$ cat src/rtl/wide_add_pkg.sv
// rtl/wide_add_pkg.sv - shared constants, FSM state type and index-width helper for wide_add_seq
package wide_add_pkg;

  localparam int WORD_W = 32;

  typedef enum logic [1:0] {
    IDLE = 2'd0,
    RUN  = 2'd1,
    DONE = 2'd2
  } state_t;

  // Bits needed to index n words (n >= 2 gives at least 1 bit).
  function automatic int clog2(input int n);
    int r;
    int v;
    r = 0;
    v = n - 1;
    for (int i = 0; i < 32; i++) begin
      if (v > 0) begin
        r = r + 1;
        v = v >>> 1;
      end
    end
    return r;
  endfunction

endpackage

$ cat src/rtl/fulladder32.sv
// rtl/fulladder32.sv - 32-bit ripple-carry adder with carry in (Pin) and carry out (Pout)
module fulladder32 (
  input  logic [31:0] A,
  input  logic [31:0] B,
  input  logic        Pin,
  output logic [31:0] S,
  output logic        Pout
);

  logic [32:0] c;

  // Ripple the carry bit by bit from Pin up to Pout.
  always_comb begin
    c    = '0;
    S    = '0;
    c[0] = Pin;
    for (int i = 0; i < 32; i++) begin
      S[i]     = A[i] ^ B[i] ^ c[i];
      c[i + 1] = (A[i] & B[i]) | (A[i] & c[i]) | (B[i] & c[i]);
    end
    Pout = c[32];
  end

endmodule

$ cat src/rtl/wide_add_seq.sv
// rtl/wide_add_seq.sv - word-serial wide adder sharing one 32-bit adder; WIDE_ADD_SUB_EN enables subtract
module wide_add_seq
  import wide_add_pkg::*;
#(
  parameter int WORDS = 4
) (
  input  logic                      clk,
  input  logic                      rst,
  input  logic                      in_valid,
  output logic                      in_ready,
  input  logic [WORD_W*WORDS-1:0]   a,
  input  logic [WORD_W*WORDS-1:0]   b,
  input  logic                      cin,
  input  logic                      sub,
  output logic                      out_valid,
  input  logic                      out_ready,
  output logic [WORD_W*WORDS-1:0]   sum,
  output logic                      cout,
  output logic                      ovf
);

  localparam int IW = clog2(WORDS);

  state_t                        state;
  logic [IW-1:0]                 idx;
  logic [WORDS-1:0][WORD_W-1:0]  a_r;
  logic [WORDS-1:0][WORD_W-1:0]  b_r;
  logic [WORDS-1:0][WORD_W-1:0]  sum_r;
  logic                          carry;
  logic                          cout_r;
  logic                          ovf_r;
  logic                          out_valid_r;

  logic [WORD_W*WORDS-1:0]       b_eff;
  logic                          c_eff;
  logic [WORD_W-1:0]             s_word;
  logic                          pout;
  logic                          is_last;
  logic                          a_msb;
  logic                          b_msb;

`ifdef WIDE_ADD_SUB_EN
  // Subtract is a + ~b + 1; cin is overridden when sub is requested.
  assign b_eff = sub ? ~b : b;
  assign c_eff = sub ? 1'b1 : cin;
`else
  logic unused_sub;
  assign unused_sub = sub;
  assign b_eff      = b;
  assign c_eff      = cin;
`endif

  assign is_last = (idx == IW'(WORDS - 1));
  assign a_msb   = a_r[WORDS-1][WORD_W-1];
  assign b_msb   = b_r[WORDS-1][WORD_W-1];

  fulladder32 u_add (
    .A    (a_r[idx]),
    .B    (b_r[idx]),
    .Pin  (carry),
    .S    (s_word),
    .Pout (pout)
  );

  assign in_ready  = (state == IDLE);
  assign out_valid = out_valid_r;
  assign sum       = sum_r;
  assign cout      = cout_r;
  assign ovf       = ovf_r;

  // Control FSM plus datapath: capture operands, add one word per RUN cycle, hold result in DONE.
  always_ff @(posedge clk or posedge rst) begin
    if (rst) begin
      state       <= IDLE;
      idx         <= '0;
      carry       <= 1'b0;
      a_r         <= '0;
      b_r         <= '0;
      sum_r       <= '0;
      cout_r      <= 1'b0;
      ovf_r       <= 1'b0;
      out_valid_r <= 1'b0;
    end else begin
      case (state)
        IDLE: begin
          if (in_valid) begin
            a_r    <= a;
            b_r    <= b_eff;
            carry  <= c_eff;
            idx    <= '0;
            sum_r  <= '0;
            cout_r <= 1'b0;
            ovf_r  <= 1'b0;
            state  <= RUN;
          end
        end
        RUN: begin
          sum_r[idx] <= s_word;
          carry      <= pout;
          if (is_last) begin
            idx         <= '0;
            cout_r      <= pout;
            ovf_r       <= (a_msb == b_msb) && (s_word[WORD_W-1] != a_msb);
            out_valid_r <= 1'b1;
            state       <= DONE;
          end else begin
            idx <= idx + 1'b1;
          end
        end
        DONE: begin
          if (out_ready) begin
            out_valid_r <= 1'b0;
            state       <= IDLE;
          end
        end
        default: state <= IDLE;
      endcase
    end
  end

endmodule
$ cat config.mk
export PLATFORM = sky130hd
export DESIGN_NAME = wide_add_seq
export DESIGN_NICKNAME = d
export VERILOG_FILES = /design/src/rtl/wide_add_pkg.sv /design/src/rtl/fulladder32.sv /design/src/rtl/wide_add_seq.sv
export SDC_FILE = /design/constraint.sdc
export NUM_CORES = 1
export LEC_CHECK = 0
export ABC_AREA = 1
export CAP_MARGIN = 10
export CORE_MARGIN = 2
export CORE_UTILIZATION = 43
export CTS_CLUSTER_DIAMETER = 80
export DETAILED_ROUTE_END_ITERATION = 8
export HOLD_SLACK_MARGIN = 0.05
export PLACE_DENSITY = 0.76
export SYNTH_ARGS = -nofsm -noshare
export SYNTH_HDL_FRONTEND = slang
export SYNTH_SLANG_ARGS = --single-unit
export TNS_END_PERCENT = 1
$ cat constraint.sdc
create_clock -name clk -period 22.1 [get_ports clk]
set_clock_uncertainty 0.15 [all_clocks]
set_input_delay 2.21 -clock clk [delete_from_list [all_inputs] [get_ports clk]]
set_output_delay 2.21 -clock clk [all_outputs]
set_load 0.02 [all_outputs]
Yosys cells after proc, flatten, opt, wreduce, memory -nomap -nowiden
Index checks and enable logic that the tools add are counted.
{ "op_classes": {"mul": 0, "bitwise": 224, "div_mod_pow": 0, "n_eq_ne": 8, "n_shift": 0, "n_addsub": 1, "magnitude_cmp": 2, "n_reduce_logical": 10, "n_mux": 26} }
{ "ops": {"columns": ["op", "count"], "rows": [
  ["$pmux 128 s2", 1],
  ["$bmux 32 s2", 2],
  ["$bwmux 128", 1],
  ["$mux 128", 1],
  ["$and 1x1->1", 96],
  ["$mux 32", 3],
  ["$demux 32 s2", 1],
  ["$or 1x1->1", 64],
  ["$xor 1x1->1", 64],
  ["$mux 2", 5],
  ["$reduce_and 3->1", 3],
  ["$pmux 1 s2", 4],
  ["$mux 1", 6],
  ["$ne 2x2->1 const B", 3],
  ["$pmux 2 s3", 1],
  ["$eq 2x2->1 const B", 2],
  ["$pmux 2 s2", 1],
  ["$reduce_and 2->1", 2],
  ["$reduce_bool 2->1", 2],
  ["$lt 2x3->1 const B", 1],
  ["$add 2x1->2 const B", 1],
  ["$eq 2x1->1 const B", 1],
  ["$ge 2x1->1 const B", 1],
  ["$logic_and 1x1->1", 2],
  ["other kinds (3)", 3]
]} }
{ "word_totals": {"inputBits": 262, "word_cells": 289, "mem_bits_ro": 0, "register_bits": 392, "mem_bits_rw": 0, "memories": 0, "output_inout_bits": 132, "latchBits": 0} }

Longest topological paths before layout
Gate-level depths: netlist of the first run.
{ "depth": {"word_depth": 100, "mapped_depth": 44, "ltp_nobuf": 42} }

By module
A second synthesis of the first run with hierarchy kept.
{ "hier_totals": {"hier_cells": 2089, "hier_area_um2": 17449.2} }
{ "by_module_without_submodules": {"columns": ["module", "instances", "seq_area_each_um2", "area_each_um2", "cells_each"], "rows": [
  ["wide_add_seq", 1, 9809.4, 16771.1, 2047],
  ["fulladder32", 1, 0.0, 678.2, 42]
]} }

Worst setup path after synthesis of the first run
Ideal clock, no wire load.
{ "synth_path": {"path_type": "register to register", "from": "reg idx[0]", "to": "reg ovf_r, in the netlist ovf", "synth_period_minus_slack_ns": 16.049, "stages_incl_launch_ff": 44, "slack_ns": 6.051, "arrival_ns": 15.833, "n_path_buf": 2, "setup_time_ns": 0.065, "required_time_ns": 21.885, "cell_sequence": "dfrtp_1 > clkbuf_1 > clkbuf_1 > nor2_1 > o22ai_1 > fa_1 > inv_1 > fa_1 > fa_1 > fa_1 > fa_1 > fa_1 > fa_1 > fa_1 > fa_1 > fa_1 > fa_1 > fa_1 > [8 not listed] > fa_1 > fa_1 > fa_1 > fa_1 > fa_1 > fa_1 > fa_1 > fa_1 > fa_1 > fa_1 > fa_1 > inv_1 > fa_1 > inv_1 > nand2_1 > a21oi_1 > nand3_1 > nand2_1"} }
{ "synth_between": {"elab_chain_len": 100, "elab_cells_between_ends": 168, "cone_classes": "3 x eq/ne; 6 x mux; 157 x bitwise; 2 x reduce/logical"} }
{ "synth_rtl": {"columns": ["element", "line_no", "rtl"], "rows": [
  ["start: declaration", "wide_add_seq.sv:25", "logic [IW-1:0] idx;"],
  ["start signal: assignment", "wide_add_seq.sv:107", "idx <= idx + 1'b1;"],
  ["$bmux 32 s2 (on tied branches)", "wide_add_seq.sv:58, wide_add_seq.sv:59", null],
  ["$mux 32 (on tied branches)", "wide_add_seq.sv:58, wide_add_seq.sv:59", null],
  ["$and 1x1->1", "fulladder32.sv:19", "c[i + 1] = (A[i] & B[i]) | (A[i] & c[i]) | (B[i] & c[i]);"],
  ["$or 1x1->1 (2 in series)", "fulladder32.sv:19", null],
  ["$and 1x1->1", "fulladder32.sv:19", null],
  ["$or 1x1->1 (2 in series)", "fulladder32.sv:19", null],
  ["$and 1x1->1", "fulladder32.sv:19", null],
  ["$or 1x1->1 (2 in series)", "fulladder32.sv:19", null],
  ["[79 not listed]", null, null],
  ["$or 1x1->1 (2 in series)", "fulladder32.sv:19", null],
  ["$and 1x1->1", "fulladder32.sv:19", null],
  ["$or 1x1->1 (2 in series)", "fulladder32.sv:19", null],
  ["$xor 1x1->1", "fulladder32.sv:18", "S[i] = A[i] ^ B[i] ^ c[i];"],
  ["$ne 1x1->1", "wide_add_seq.sv:103", "ovf_r <= (a_msb == b_msb) && (s_word[WORD_W-1] != a_msb);"],
  ["$logic_and 1x1->1", "wide_add_seq.sv:103", null],
  ["$mux 1", "wide_add_seq.sv:100", "if (is_last) begin"],
  ["$pmux 1 s2", "wide_add_seq.sv:84", "case (state)"],
  ["end signal: assignment", "wide_add_seq.sv:103", null],
  ["end: declaration", "wide_add_seq.sv:31", "logic ovf_r;"]
]} }
Parallel ways exist; a longest one is shown, timed or not. The select of a mux whose other input is x is not followed.
A chain may end at the register's enable or synchronous reset.

Worst setup path in the final report of the first run
Ends and elaborated chain as after synthesis.

==> metrics, run 1 <==
outcome complete, no violations; Area Overhead vs Synth 31.7%; Post-synth ARST share 100%; Fin. Hold Viols 0; Max Clk Rate roughly 58 MHz; Top FF cell, synth dfrtp_1; Power Total a little over 0.004 W; DR WL/cell approximately 17 µm; crit path launch type flop; Worst path top cell family by delay adder cells; vias about 15k; Max-cap violations 0; setup TNS 0 ps; slowest cell on the critical path dfrtp_4; Max VDD drop ~0.000075 V; initial core utilization 43.5%; final wirelength about 52 mm; Buffers on Ports between 300 and 400; H-tree depth 2; post-CTS setup buffer count 0; WP data arrival about 18000 ps; vias per cell ~5.0; Least-Margin Pin Slew 1140 ps; Slowest Stage Delay on Critical Path approximately 790 ps; #FFs+latches synth between 300 and 400; syn_area_per_cell ~8 µm²; register area share after synthesis 55.5%; row cnt 74; CTS Hold Buffers Added 0; synthesized cell area approximately 18000 µm²; total clock buffers created by CTS 42; Placed Area roughly 22000 µm²; clk slew on worst S/H paths ~60 ps; most frequent cell after synthesis nand2_1; biggest area consumer among synthesized cells dfrtp_1; Finish-stage setup viols 0; Setup crit end kind flop; Worst Path Max Fanout 78; fin area 23300 µm²; top-area cell type share of the netlist area 55.5%; RSZ-0062 raised after global routing no; largest net degree at the start of global routing about 170; Post-synth EDFFs 0; worst hold slack 328 ps; DRT iter0 DRCs between 1k and 1.5k; crit path time final roughly 17000 ps; Post-synth top cells 1176 x nand2_1, 392 x dfrtp_1, 159 x nand3_1; Netlist cell types 23; Pre-Repair DR Iteration Count 5; pwr dens roughly 170 nW/µm²; wire length on met1 approximately 23 mm; Syn Nets approximately 2.5k; Synth area leaders dfrtp_1 56%, nand2_1 25%, nand3_1 4.5%; Critical Path Stages 42; Slew Limit Headroom between 20% and 30%; Hold Crit Depth 2; number of fill cells between 3k and 4k; CTS tree yes; GRT Resource Usage Total 24.6%; Post-Syn Instances ~2.2k; clk buf depth 3; Slew Limit Fails 0; Worst Hold Class flop to flop; count of boundary I/O pins 394; die span in y between 200 and 250 µm; detailed placer's ending HPWL 35.7 mm; Leakage Power between 10 and 15 nW; Placeable Area 40600 µm²; routability cong. roughly 0.83; post-route antenna net violation count 0; CP dominant cell by count fa_1; synth warn 0; Die ar. between 40000 and 50000 µm²; clk sink count a little under 400; vias in the first global route approximately 15k; DRC errors left 0; post-CTS resize count 0; global-route wire length before repair 81.6 mm; crit path buf inv count 4; CTS root buffer clkbuf_16; initial antenna violation count 5; Clock Latency Late Sink 550 ps; Final nets approximately 2.8k; worst r2r path cells between 40 and 50; Worst EP required roughly 22000 ps; Final Cycle Share about 78%; CP Class flop to flop; Die W between 200 and 250 µm; GR Overflow Total 0; routed wire length on met2 around 24 mm; top sig layer met5; WL met3 3.79 mm; share of layout cells above drive strength 1 4.07%
## final cells by class
cell class                      count  area, µm²  share of cell area (%)
Timing Repair Buffer              411       4070                    17.5
Clock buffer                       56       1180                    5.09
Sequential cell                   392       9810                    42.2
Antenna cell                        7       17.5                  0.0753
Multi-Input combinational cell   1536       6760                    29.1
Tap cell                          532        666                    2.86
Inverter                          140        543                    2.33
Clock inverter                     19        211                   0.909
## worst paths after layout
check | start | to | slack, ps
setup / recovery | idx[0]$_DFFE_PP0P_ | ovf$_DFFE_PP0P_ | 4920
hold / removal | a_r[12]$_DFFE_PP0P_ | a_r[12]$_DFFE_PP0P_ | 330
setup reg to reg | idx[0]$_DFFE_PP0P_ | ovf$_DFFE_PP0P_ | 4920
hold reg to reg | a_r[12]$_DFFE_PP0P_ | a_r[12]$_DFFE_PP0P_ | 330
max in group asynchronous | rst | b_r[18]$_DFFE_PP0P_ | 17490
min in group asynchronous | rst | sum[67]$_DFFE_PP0P_ | 2040
## placed cells by master (no fill, tap or decap), types with 2 or more instances in the layout
cell type        Yosys  final
inv_1              139    136
o21ai_1             16     16
o21ai_0            125    125
bufinv_16            0      4
inv_8                0      3
fa_1                32     32
clkdlybuf4s50_1      0    392
o22ai_1              2      2
dfrtp_1            392    390
clkbuf_16            0     43
clkinv_2             0     11
buf_4               11     19
nand3_1            159    158
diode_2              0      7
nor2_2               1      4
nand2_1           1176   1176
clkbuf_8             0      6
a21oi_1              3      3
clkbuf_1            52      7
ha_1                 4      4
o21ai_2              3      3
nor2_1              10      7
## flip-flops by register name (all words and copies together) (netlist names)
| register | count |
|---|---|
| idx | 2 |
| cout | 1 |
| b_msb | 1 |
| ovf | 1 |
| a_msb | 1 |
| out_valid | 1 |
| a_r | 127 |
| b_r | 127 |
| sum | 128 |
| state | 2 |
| carry | 1 |
## worst register-to-register path: cells and delay by family (launching register included)
| family | cells | cell delay, ps |
|---|---|---|
| DFF | 1 | 790 |
| AOI/OAI and AO/OA | 3 | 450 |
| adders and majority gates | 32 | 14840 |
| buffers and inverters | 4 | 690 |
| and+or+nand+nor | 3 | 200 |
## stage by stage
step	setup slack [ps]	util, %	std cells
floorplan	6050	-	2195
global placement	4830	53.8	3011
detailed placement	4790	53.8	3011
CTS	4750	57.2	3086
global route	4290	57.2	3090
finish	4920	57.2	3093
## kinds of logic (layout without fill, tap and decap cells)
| family | Yosys count | count (layout) | share of synthesized area, % |
|---|---|---|---|
| buffers and inverters | 267 | 626 | 6.28 |
| other | 0 | 7 | 0 |
| DFF | 392 | 392 | 55.5 |
| adders and majority gates | 36 | 36 | 3.91 |
| AOI/OAI and AO/OA | 151 | 151 | 4.39 |
| and+or+nand+nor | 1349 | 1349 | 29.9 |
## per-layer routing
layer,vias to the layer above,global-route usage [%]
met1,7402,35.8
met2,599,36.9
met3,93,4.30
met4,2,9.26
li1,7390,-
met5,-,0
## where the power goes
part	total, W	leakage [nW]	internal [W]	switching, W
Combinational	0.00207	5.79	0.000728	0.00135
Sequential	0.00124	4.96	0.00104	0.000205
Clock	0.000718	0.696	0.000425	0.000293
Total	0.00403	11.4	0.00219	0.00184
(Power assumes the default switching activity.)
==> run 2, diff against run 1 <==
- PLACE_DENSITY: 0.76 -> 0.79
- clock period: 22.1 -> 14.8 ns (I/O delays scaled with it)
==> run 2 against run 1 <==
Against the previous run:
- final cell count is 0.16% higher
- register-to-register slack worse by 4500 ps
- worst hold slack hardly changed
- non-clock buffer count is 15 higher
- sequential power is 46% higher
- clock power is 46% higher
- fmax is 19% higher
- worst setup slack worse by 4500 ps
- combinational power is 58% higher
- routed wire length stayed put
==> metrics, run 2 (same netlist as run 1, synthesis figures left out) <==
outcome complete, no violations; largest net degree at the start of global routing approximately 160; CP dominant cell by count fa_2; initial core utilization ~43%; crit path launch type flop; Area Overhead vs Synth 32.6%; Final WS setup 370 ps; pre-CTS setup slack -474 ps; Die W about 210 µm; vias about 16k; detailed placer's ending HPWL around 37 mm; final wirelength about 52 mm; Worst EP required about 15000 ps; Slew Limit Fails 0; global-route wire length before repair 82.0 mm; Final nets 2835; DR WL/cell 16.9 µm; Setup crit start idx[0]$_DFFE_PP0P_; max reg flops between 100 and 150; die span in y between 200 and 250 µm; Power Total 0.00614 W; Least-Margin Pin Slew 1100 ps; row cnt 74; clk sink count about 400; crit path time final around 14000 ps; count of boundary I/O pins roughly 400; Fin. Hold Viols 0; DRT iter0 DRCs roughly 1.3k; GR Overflow Total 0; Worst Hold Class flop to flop; Max-cap violations 0; worst reg2reg path startpoint idx[0]$_DFFE_PP0P_; Finish-stage setup viols 0; total clock buffers created by CTS slightly above 40; Die ar. around 43000 µm²; initial antenna violation count 3; CTS root buffer clkbuf_16; routability cong. between 0.8 and 0.9; CTS tree yes; slowest cell on the critical path dfrtp_4; Buffers on Ports between 300 and 400; DRC errors left 0; CP Class flop to flop; Max VDD drop 0.000114 V; Final Cycle Share between 90% and 100%; H-tree depth 2; pwr dens 262 nW/µm²; Placeable Area 40600 µm²; clk slew on worst S/H paths 60 ps; Leakage Power about 11 nW; Worst Path Max Fanout 4; Clock Latency Late Sink between 500 and 600 ps; clk buf depth 3; RSZ-0062 raised after global routing no; share of layout cells above drive strength 1 approximately 5.8%; vias in the first global route 15.4k; GRT Resource Usage Total between 20% and 30%; Slew Limit Headroom roughly a quarter; Slowest Stage Delay on Critical Path roughly 440 ps; WP data arrival 14770 ps; CTS Hold Buffers Added 0; post-route antenna net violation count 0; HP Start a_r[116]$_DFFE_PP0P_; Setup crit end kind flop; most frequent cells in the layout 1176 x nand2_1, 392 x clkdlybuf4s50_1, 390 x dfrtp_1; vias per cell between 5 and 6; Max Clk Rate slightly below 70 MHz; most common cell after layout, fill and taps aside nand2_1; Pre-Repair DR Iteration Count 5
run 2: cell count changes in the layout (fill, tap and decap cells not counted), sizes merged:
cell	change
clkinvlp	+3
inv	+1
buf	+15
clkbuf	-4
clkinv	-5
diode	-5
run 2: metal layers:
| metal | part of all wire [%] | GRT usage, % | vias to the layer above |
|---|---|---|---|
| li1 | - | - | 7402 |
| met1 | 45 | 35.6 | 7374 |
| met2 | 45 | 37.4 | 649 |
| met3 | 7.3 | 4.27 | 109 |
| met4 | 3.3 | 9.72 | 0 |
| met5 | 0 | 0 | - |
run 2: through the flow:
step                hold WS, ps  std cells  cell area [µm²]  TNS (ps)  utilization [%]
detailed placement          315       3026            22000     -1930             54.2
finish                      328       3098            23400         0             57.6
global placement            312       3026            22000     -1570             54.2
global route                346       3097            23400         0             57.6
floorplan                   294       2195            17700         0                -
CTS                         332       3096            23400         0             57.6
run 2: layout make-up:
type	count	area, µm²
diodes	2	5.00
clock buffers	52	1150
clock inverters	18	211
fillers	3484	17200
inverters	140	543
multi-input cells	1536	6850
flip-flops and latches	392	9810
well taps	532	666
repair buffers	426	4180
run 2: final timing paths:
path | to | slack (ps) | depth (start not counted)
worst min-delay path | a_r[116]$_DFFE_PP0P_ | 330 | 2
max in group asynchronous | b_r[56]$_DFFE_PP0P_ | 10670 | 4
worst min register to register | a_r[116]$_DFFE_PP0P_ | 330 | 2
worst max-delay path | ovf$_DFFE_PP0P_ | 370 | 42
worst max register to register | ovf$_DFFE_PP0P_ | 370 | 42
min in group asynchronous | sum[102]$_DFFE_PP0P_ | 1340 | 2
run 2: critical path: cells and delay by family, from the launching register on:
kind | cells | cell delay [ps]
compound gates | 3 | 450
flops | 1 | 440
simple gates | 3 | 200
buf+inv | 4 | 360
fa+ha+maj | 32 | 12770
run 2: what timing repair did:
action                                  4_1_cts  5_1_grt
gates cloned                                  0        0
resized for setup                             8        2
pin swaps                                     3        9
setup buffers                                 0        0
endpoints found under the setup margin        5        5
run 2: where the power goes:
| group | leakage (nW) | switching [W] | internal, W | total [W] |
|---|---|---|---|---|
| clock | 0.664 | 0.000430 | 0.000618 | 0.00105 |
| combinational | 5.85 | 0.00208 | 0.00120 | 0.00328 |
| sequential | 4.96 | 0.000263 | 0.00155 | 0.00181 |
| total | 11.5 | 0.00277 | 0.00337 | 0.00614 |
